### config.mk
export PLATFORM = sky130hd
export DESIGN_NAME = imem_rom
export DESIGN_NICKNAME = d
export VERILOG_FILES = /design/src/rtl/imem_rom.sv
export SDC_FILE = /design/constraint.sdc
export NUM_CORES = 1
export LEC_CHECK = 0
export ABC_AREA = 1
export CAP_MARGIN = 20
export CORE_ASPECT_RATIO = 1.1
export CORE_UTILIZATION = 40
export CTS_CLUSTER_SIZE = 30
export DETAILED_ROUTE_END_ITERATION = 7
export PLACE_DENSITY = 0.59
export REMOVE_ABC_BUFFERS = 1
export SETUP_SLACK_MARGIN = 0.4
export SLEW_MARGIN = 20
export SYNTH_ARGS = -nofsm -noshare
export SYNTH_HDL_FRONTEND = slang
export SYNTH_SLANG_ARGS = --single-unit
### constraint.sdc
create_clock -name clk -period 2.7 [get_ports clk]
set_input_delay 0.27 -clock clk [delete_from_list [all_inputs] [get_ports clk]]
set_output_delay 0.27 -clock clk [all_outputs]
set_load 0.01 [all_outputs]
### src/rtl/imem_rom.sv
// Instruction ROM with a program-load port; read word registered at accept, rvalid WAIT+1 cycles later.
// Response is held until rready; ready only while idle, so accepts never occur back-to-back.
module imem_rom #(
   parameter int ADDR_W = 7,
   parameter int DEPTH  = 32,
   parameter int WAIT   = 0
) (
   input  logic              clk,
   input  logic              rst,
   input  logic              req,
   input  logic [ADDR_W-1:0] addr,
   output logic              ready,
   output logic              rvalid,
   input  logic              rready,
   output logic [31:0]       rdata,
   output logic              err,
   input  logic              load_en,
   input  logic [ADDR_W-1:0] load_addr,
   input  logic [31:0]       load_data
);
   localparam logic [1:0]  IDLE    = 2'd0;
   localparam logic [1:0]  BUSY    = 2'd1;
   localparam logic [1:0]  RESP    = 2'd2;
   localparam int          IW      = (DEPTH > 1) ? $clog2(DEPTH) : 1;
   localparam logic [31:0] LIMIT   = 32'(DEPTH * 4);
   localparam logic [1:0]  WAIT_M1 = (WAIT > 0) ? 2'(WAIT - 1) : 2'd0;

   logic [1:0]    state;
   logic [1:0]    cnt;
   logic [31:0]   mem [DEPTH] = '{default: '0};
   logic [IW-1:0] ridx;
   logic [IW-1:0] lidx;
   logic          req_bad;
   logic          ld_ok;
   logic          load_unused;

   assign ridx        = addr[IW+1:2];
   assign lidx        = load_addr[IW+1:2];
   assign load_unused = ^load_addr[1:0];
   // Range checks are done on the full byte address so out-of-range never aliases onto low words.
   assign req_bad     = (addr[1:0] != 2'b00) || (32'(addr) >= LIMIT);
   assign ld_ok       = load_en && (32'(load_addr) < LIMIT);
   assign ready       = (state == IDLE);
   assign rvalid      = (state == RESP);

   always_ff @(posedge clk) begin
      if (ld_ok)
         mem[lidx] <= load_data;
   end

   always_ff @(posedge clk) begin
      if (rst) begin
         state <= IDLE;
         cnt   <= 2'd0;
         rdata <= 32'd0;
         err   <= 1'b0;
      end else begin
         case (state)
            IDLE: begin
               if (req) begin
                  rdata <= req_bad ? 32'd0 : mem[ridx];
                  err   <= req_bad;
                  cnt   <= WAIT_M1;
                  state <= (WAIT == 0) ? RESP : BUSY;
               end
            end
            BUSY: begin
               if (cnt == 2'd0)
                  state <= RESP;
               else
                  cnt <= cnt - 2'd1;
            end
            RESP: begin
               if (rready)
                  state <= IDLE;
            end
            default: state <= IDLE;
         endcase
      end
   end
endmodule

==> reports/metrics.csv, run 1 <==
stage,metric,value,unit
run_status,outcome,finished clean,
logic_synthesis,Mapped Area,42780,µm²
final_layout,Post-Route Utilization,46.52,%
route,WL met1,46.79,mm
logic_synthesis,portion of netlist area occupied by mux cells,0,%
timing,fmax,0.5083,GHz
timing,final period utilization,72.87,%
grt,vias in the first global route,25830,
cts,clock sinks,1058,
floorplanning,Die ar.,108300,µm²
grt,first-pass GRT wire length,166.6,mm
route,total number of vias,27380,
power_and_ir_drop,power per standard cell area,704.2,nW/µm²
setup_path,crit-path cells,clkdlybuf4s50_1,
cts,CTS Buffer Depth,3,
place,Placement Cell Area,45910,µm²
grt,gr usage total,20.64,%
setup_path,CP top delay family,buffers and inverters,
cts,setup bufs post-CTS,0,
grt,largest net degree at the start of global routing,125,
route,top sig layer,met5,
floorplanning,number of top-level pins,86,
timing,Worst Max-Slew Pin Slew,0.8878,ns
setup_path,Crit path required time,2.43,ns
place,Place WS,0.3851,ns
power_and_ir_drop,VDD IR-drop max,572.8,µV
cts,Root Buffer,clkbuf_16,
route,TritonRoute pass-1 iters,6,
floorplanning,row cnt,125,
logic_synthesis,Synth Area in Compound Gates,0.3977,%
logic_synthesis,Syn Inst Count,3683,
timing,Finish-stage setup viols,0,
place,number of port buffers,83,
place,RD Place Congestion,0.7350,
cts,# hold bufs at CTS,0,
route,DR WL met2,54.53,mm
setup_path,flop2flop setup slack,1.01,ns
setup_path,CP max FO,2,
timing,fin crit period,1.967,ns
logic_synthesis,sequential share of the synthesized area,73.46,%
final_layout,antenna fix cells,0,
cts,clock latency on the worst-skew pair,0.68,ns
cts,cells resized by post-CTS repair,0,
route,Avg WL per Cell,21.43,µm
timing,Setup WS post-layout,0.7326,ns
setup_path,reg2reg path depth,6,
final_layout,"commonest cells after routing, fill and taps aside","nand2_1, edfxtp_1, nand3_1",
grt,antenna violations before repair,1,
setup_path,Crit Path Class,flop to output pin,
logic_synthesis,Synth Area in Simple Gates,22.85,%
logic_synthesis,Seq cells post-synth,1058,
power_and_ir_drop,Tot Pwr,34.68,mW
setup_path,crit start category,flop,
cts,CTS buffer count,101,
route,Remaining DRCs,0,
timing,Final Hold Vio Count,0,
setup_path,Critical Path End Type,output pin,
logic_synthesis,main combinational cell family by area after synthesis,simple AND/OR/NAND/NOR gates,
hold_path,Hold EP,rdata[22]$_SDFFE_PP0P_,
route,DRT iter0 DRCs,2686,
logic_synthesis,post-synthesis xor/xnor area fraction,0,%
setup_path,critical path's largest stage delay,0.58,ns
final_layout,"most common cell after layout, fill and taps aside",nand2_1,
route,Post-DRT Antenna Nets,0,
timing,Worst slew margin,40.63,%
route,vias per std cell,5.222,
hold_path,worst hold stages,2,
cts,Clock H-tree levels,3,
cts,clk slew on worst S/H paths,0.06,ns
route,final WL,112.4,mm
floorplanning,core area,105900,µm²
power_and_ir_drop,P_leak,17.73,nW
place,Detailed Place HPWL,54.11,mm
floorplanning,Chip Height,345.0,µm
final_layout,layout cell share with drive strength beyond 1,8.214,%
setup_path,"Arr. time, crit path",1.70,ns
cts,CTS tree,done,
setup_path,worst r2r src,state[1]$_SDFFE_PP0P_,
final_layout,Finished Cell Area,49250,µm²
timing,fin. max-slew vios,0,
final_layout,Post-layout nets,3811,
timing,worst-case clock skew,0.02469,ns
logic_synthesis,Post-Synth Adder-Cell Area,0,%
job,max capacitance violation total,0,
setup_path,reg2reg end,rdata[31]$_SDFFE_PP0P_,
logic_synthesis,Avg Inst Size Synth,11.62,µm²
setup_path,"Buf+Inv Stages, Crit Path",1,
floorplanning,Die X,313.8,µm
timing,RSZ-0062 raised after global routing,no,
setup_path,critical path's slowest cell,clkdlybuf4s50_1,
hold_path,worst min path class,input pin to flop,
floorplanning,Initial Util,40.41,%
logic_synthesis,Yosys cell types,17,
grt,global route total overflow,0,
final_layout,Layout area overhead,15.12,%
hold_path,hold_sp,rst,
timing,Hold WS,0.02166,ns
route,met3 WL,8.015,mm
logic_synthesis,YS warnings,0,
cell families after synthesis:
family / count (synthesis)
AND/OR/NAND/NOR: 2353
flip-flops: 1058
buffers and inverters: 238
AO/OA/AOI/OAI: 34
cell usage after synthesis:
| cell type | number | area [µm²] |
|---|---|---|
| clkbuf_1 | 60 | 225.2 |
| buf_1 | 7 | 26.28 |
| nand3b_1 | 1 | 7.510 |
| inv_1 | 7 | 26.28 |
| buf_2 | 99 | 495.5 |
| inv_6 | 1 | 8.760 |
| nand3_1 | 746 | 3734 |
| nor3_1 | 2 | 10.01 |
| inv_2 | 2 | 7.510 |
| buf_4 | 21 | 157.7 |
| edfxtp_1 | 1024 | 30750 |
| or2_2 | 1 | 6.260 |
| nand2_1 | 1570 | 5893 |
| dfxtp_1 | 34 | 680.7 |
| buf_6 | 41 | 461.7 |
| a21oi_1 | 34 | 170.2 |
| nor2_1 | 33 | 123.9 |
power breakdown:
part	switching (mW)	internal, mW	total, mW
Clock	6.08	8.20	14.3
Combinational	1.52	0.644	2.16
Sequential	0.0481	18.2	18.2
routing by layer:
metal | GRT usage (%) | vias up
li1 | - | 12940
met1 | 27.75 | 13310
met2 | 34.45 | 961
met3 | 2.846 | 169
met4 | 6.680 | 2
met5 | 0 | -
layout make-up:
| type | instances | area, µm² |
|---|---|---|
| Tap cell | 1397 | 1748 |
| Fill cell | 9317 | 56630 |
| Multi-Input combinational cell | 2387 | 10190 |
| Clock inverter | 60 | 614.3 |
| Timing Repair Buffer | 202 | 2474 |
| Clock buffer | 130 | 2728 |
| Inverter | 10 | 67.56 |
| Sequential cell | 1058 | 31430 |
metrics by stage:
| step | cells | TNS [ns] |
|---|---|---|
| floorplan | 3455 | -67.29 |
| global placement | 5054 | 0 |
| detailed placement | 5054 | 0 |
| CTS | 5244 | 0 |
| global route | 5244 | 0 |
| finish | 5244 | 0 |
how the worst max path moves through the flow:
| stage | start | end | depth (start not counted) | slack (ns) |
|---|---|---|---|---|
| 6_report | rdata[3]$_SDFFE_PP0P_ | rdata[3] | 1 | 0.73 |
| 5_1_grt | rdata[3]$_SDFFE_PP0P_ | rdata[3] | 1 | 0.71 |
| 4_1_cts | rdata[3]$_SDFFE_PP0P_ | rdata[3] | 1 | 0.68 |
| 3_5_place_dp | load_addr[5] | mem[16][27]$_DFFE_PP_ | 5 | 0.39 |
| 3_3_place_gp | load_addr[5] | mem[16][27]$_DFFE_PP_ | 5 | 0.41 |
| 2_1_floorplan | addr[3] | rdata[13]$_SDFFE_PP0P_ | 8 | -2.10 |
flip-flops by register name, summed over array words and instances (netlist names):
| register | flops |
|---|---|
| mem | 1024 |
| rdata | 32 |
| err | 1 |
| state | 1 |
Note: power is estimated with default switching activity, not from simulation.
==> run 2, diff against run 1 <==
Settings changed: PLACE_DENSITY 0.59 to 0.61.
Clock period 2.7 ns to 1.8 ns, I/O delays scaled along.
==> reports/metrics.csv, run 2 (synthesis gave the netlist of run 1 again) <==
stage,metric,value,unit,change
run_status,outcome,finished clean,,unchanged
power_and_ir_drop,P_leak,18.79,nW,was 17.73 nW
route,Avg WL per Cell,21.45,µm,was 21.43 µm
hold_path,Hold EP,state[1]$_SDFFE_PP0P_,,was rdata[22]$_SDFFE_PP0P_
setup_path,reg2reg path depth,7,,was 6
timing,Setup WS post-layout,0.4192,ns,was 0.7326 ns
setup_path,critical path's slowest cell,dfxtp_2,,was clkdlybuf4s50_1
hold_path,hold_sp,rready,,was rst
floorplanning,row cnt,125,,unchanged
timing,Worst slew margin,65.34,%,was 40.63%
timing,Worst Max-Slew Pin Slew,0.5192,ns,was 0.8878 ns
final_layout,"commonest cells after routing, fill and taps aside","nand2_1, edfxtp_1, nand3_1",,unchanged
cts,CTS tree,done,,unchanged
floorplanning,Die ar.,108300,µm²,unchanged
floorplanning,Chip Height,345.0,µm,unchanged
floorplanning,Die X,313.8,µm,unchanged
timing,fin crit period,1.381,ns,
route,Post-DRT Antenna Nets,0,,unchanged
setup_path,crit-path cells,inv_4 -> buf_6,,was clkdlybuf4s50_1
final_layout,Fill cells,9198,,was 9317
grt,gr usage total,21.25,%,was 20.64%
floorplanning,number of top-level pins,86,,unchanged
place,Detailed Place HPWL,70.87,mm,was 54.11 mm
final_layout,"most common cell after layout, fill and taps aside",nand2_1,,unchanged
route,DRT iter0 DRCs,3130,,was 2686
floorplanning,Initial Util,40.41,%,unchanged
power_and_ir_drop,Combinational Power Share,7.3,%,was 6.2%
grt,first-pass GRT wire length,172.4,mm,was 166.6 mm
setup_path,CP max FO,3,,was 2
power_and_ir_drop,Psw,11.93,mW,was 7.642 mW
setup_path,worst r2r src,state[1]$_SDFFE_PP0P_,,unchanged
place,Place WS,-0.3640,ns,was 0.3851 ns
place,RD Place Congestion,0.8653,,was 0.7350
timing,fmax,0.7242,GHz,
timing,Final Hold Vio Count,0,,unchanged
setup_path,Critical Path End Type,output pin,,unchanged
timing,RSZ-0062 raised after global routing,yes,,was no
cts,clock latency on the worst-skew pair,0.68,ns,about the same
route,vias per std cell,5.242,,was 5.222
grt,antenna violations before repair,0,,was 1
setup_path,critical path's largest stage delay,0.34,ns,was 0.58 ns
setup_path,flop2flop setup slack,0.43,ns,was 1.01 ns
route,total number of vias,28250,,was 27380
cts,CTS buffer count,103,,was 101
job,max capacitance violation total,0,,unchanged
power_and_ir_drop,sequential power share,52.2,%,was 52.6%
power_and_ir_drop,switching part of the total power,22.76,%,was 22.03%
cts,Clock H-tree levels,3,,unchanged
hold_path,worst hold stages,3,,was 2
setup_path,Crit Path Class,flop to output pin,,unchanged
final_layout,layout cell share with drive strength beyond 1,13.55,%,was 8.214%
floorplanning,core area,105900,µm²,unchanged
setup_path,"Arr. time, crit path",1.20,ns,was 1.70 ns
route,final WL,115.6,mm,was 112.4 mm
timing,Finish-stage setup viols,0,,unchanged
power_and_ir_drop,Tot Pwr,52.43,mW,was 34.68 mW
place,Placement Cell Area,47610,µm²,was 45910 µm²
cts,clock sinks,1058,,unchanged
final_layout,Finished Cell Area,51020,µm²,was 49250 µm²
power_and_ir_drop,VDD IR-drop max,713.2,µV,was 572.8 µV
timing,fin. max-slew vios,0,,unchanged
route,TritonRoute pass-1 iters,5,,was 6
power_and_ir_drop,power per standard cell area,1028,nW/µm²,was 704.2 nW/µm²
power_and_ir_drop,Clk pwr share,40.5,%,was 41.2%
final_layout,Layout area overhead,19.26,%,was 15.12%
final_layout,Post-layout nets,3956,,was 3811
timing,worst-case clock skew,0.02456,ns,was 0.02469 ns
place,number of port buffers,83,,unchanged
final_layout,final cell count without fillers,5390,,was 5244
grt,global route total overflow,0,,unchanged
place,Inst Count DP,5192,,was 5054
hold_path,worst min path class,input pin to flop,,unchanged
grt,vias in the first global route,26800,,was 25830
setup_path,Crit path required time,1.62,ns,was 2.43 ns
final_layout,Top Registers,"mem: 1024 flops, rdata: 32 flops",,unchanged
grt,largest net degree at the start of global routing,82,,was 125
cts,Root Buffer,clkbuf_16,,unchanged
cts,CTS Buffer Depth,3,,unchanged
final_layout,Biggest register,mem,,unchanged
route,Remaining DRCs,0,,unchanged
final_layout,max reg flops,1024,,unchanged
power_and_ir_drop,internal power,40.50,mW,was 27.04 mW
setup_path,reg2reg end,rdata[26]$_SDFFE_PP0P_,,was rdata[31]$_SDFFE_PP0P_
cts,clk slew on worst S/H paths,0.07,ns,was 0.06 ns
setup_path,crit start category,flop,,unchanged
timing,final period utilization,76.71,%,
timing,Hold WS,0.1522,ns,was 0.02166 ns
final_layout,antenna fix cells,0,,unchanged
run 2: cell count changes in the layout (fill, tap and decap cells not counted), sizes merged:
cell	previous run	this run
inv	11	15
clkdlybuf4s50	77	42
clkinvlp	7	6
clkbuf	130	134
buf	125	302
bufinv	11	7
dlygate4sd3	0	1
run 2: critical path: cells and delay by family, from the launching register on:
family,cells,cell delay (ns)
buffers and inverters,2,0.18
flip-flops,1,0.34
run 2: metal layers:
layer	routed length (µm)	vias up	track usage [%]
li1	-	13230	-
met1	49740	13810	30.42
met2	53080	1062	32.77
met3	9836	160	4.083
met4	2941	0	6.361
met5	0	-	0
run 2: power groups by stage:
| stage | combinational, mW | sequential, mW | clock (mW) |
|---|---|---|---|
| 6_report | 3.81 | 27.4 | 21.2 |
| 4_1_cts | 3.79 | 27.4 | 21.5 |
| 3_3_place_gp | 3.73 | 27.9 | 0 |
| 3_5_place_dp | 3.77 | 27.9 | 0 |
| 2_1_floorplan | 1.47 | 27.9 | 0 |
| 5_1_grt | 4.15 | 27.4 | 22.4 |
run 2: metrics by stage:
| step | util (%) | TNS (ns) |
|---|---|---|
| 6_report | 48.19 | 0 |
| 5_1_grt | 48.19 | 0 |
| 4_1_cts | 48.13 | 0 |
| 3_5_place_dp | 44.97 | -20.00 |
| 3_3_place_gp | 44.97 | -38.47 |
| 2_1_floorplan | - | -549.36 |
run 2: area by class of cell:
cell class / count / area (µm²) / area share [%]
clock buffer: 134 / 2785 / 5.459
timing repair buffer: 345 / 4116 / 8.068
clock inverter: 59 / 535.5 / 1.050
inverter: 10 / 70.07 / 0.1373
multi-input combinational: 2387 / 10270 / 20.14
sequential: 1058 / 31490 / 61.72
tap: 1397 / 1748 / 3.426
run 2: how the worst max path moves through the flow:
stage / startpoint / to / slack, ns / depth (start not counted)
3_3_place_gp: req / rdata[0]$_SDFFE_PP0P_ / -0.38 / 6
3_5_place_dp: req / rdata[0]$_SDFFE_PP0P_ / -0.36 / 6
2_1_floorplan: addr[3] / rdata[13]$_SDFFE_PP0P_ / -2.91 / 8
4_1_cts: rdata[7]$_SDFFE_PP0P_ / rdata[7] / 0.36 / 1
5_1_grt: state[1]$_SDFFE_PP0P_ / rdata[26]$_SDFFE_PP0P_ / 0.34 / 7
6_report: state[1]$_SDFFE_PP0P_ / ready / 0.42 / 2
run 2: repair_timing:
item | CTS | global route
pin swaps | 1 | 1
gates resized for setup | 200 | 14
setup buffers | 4 | 0
hold buffers | 1 | 0
endpoints found under the setup margin | 68 | 36
hold endpoints to repair | 14 | 0
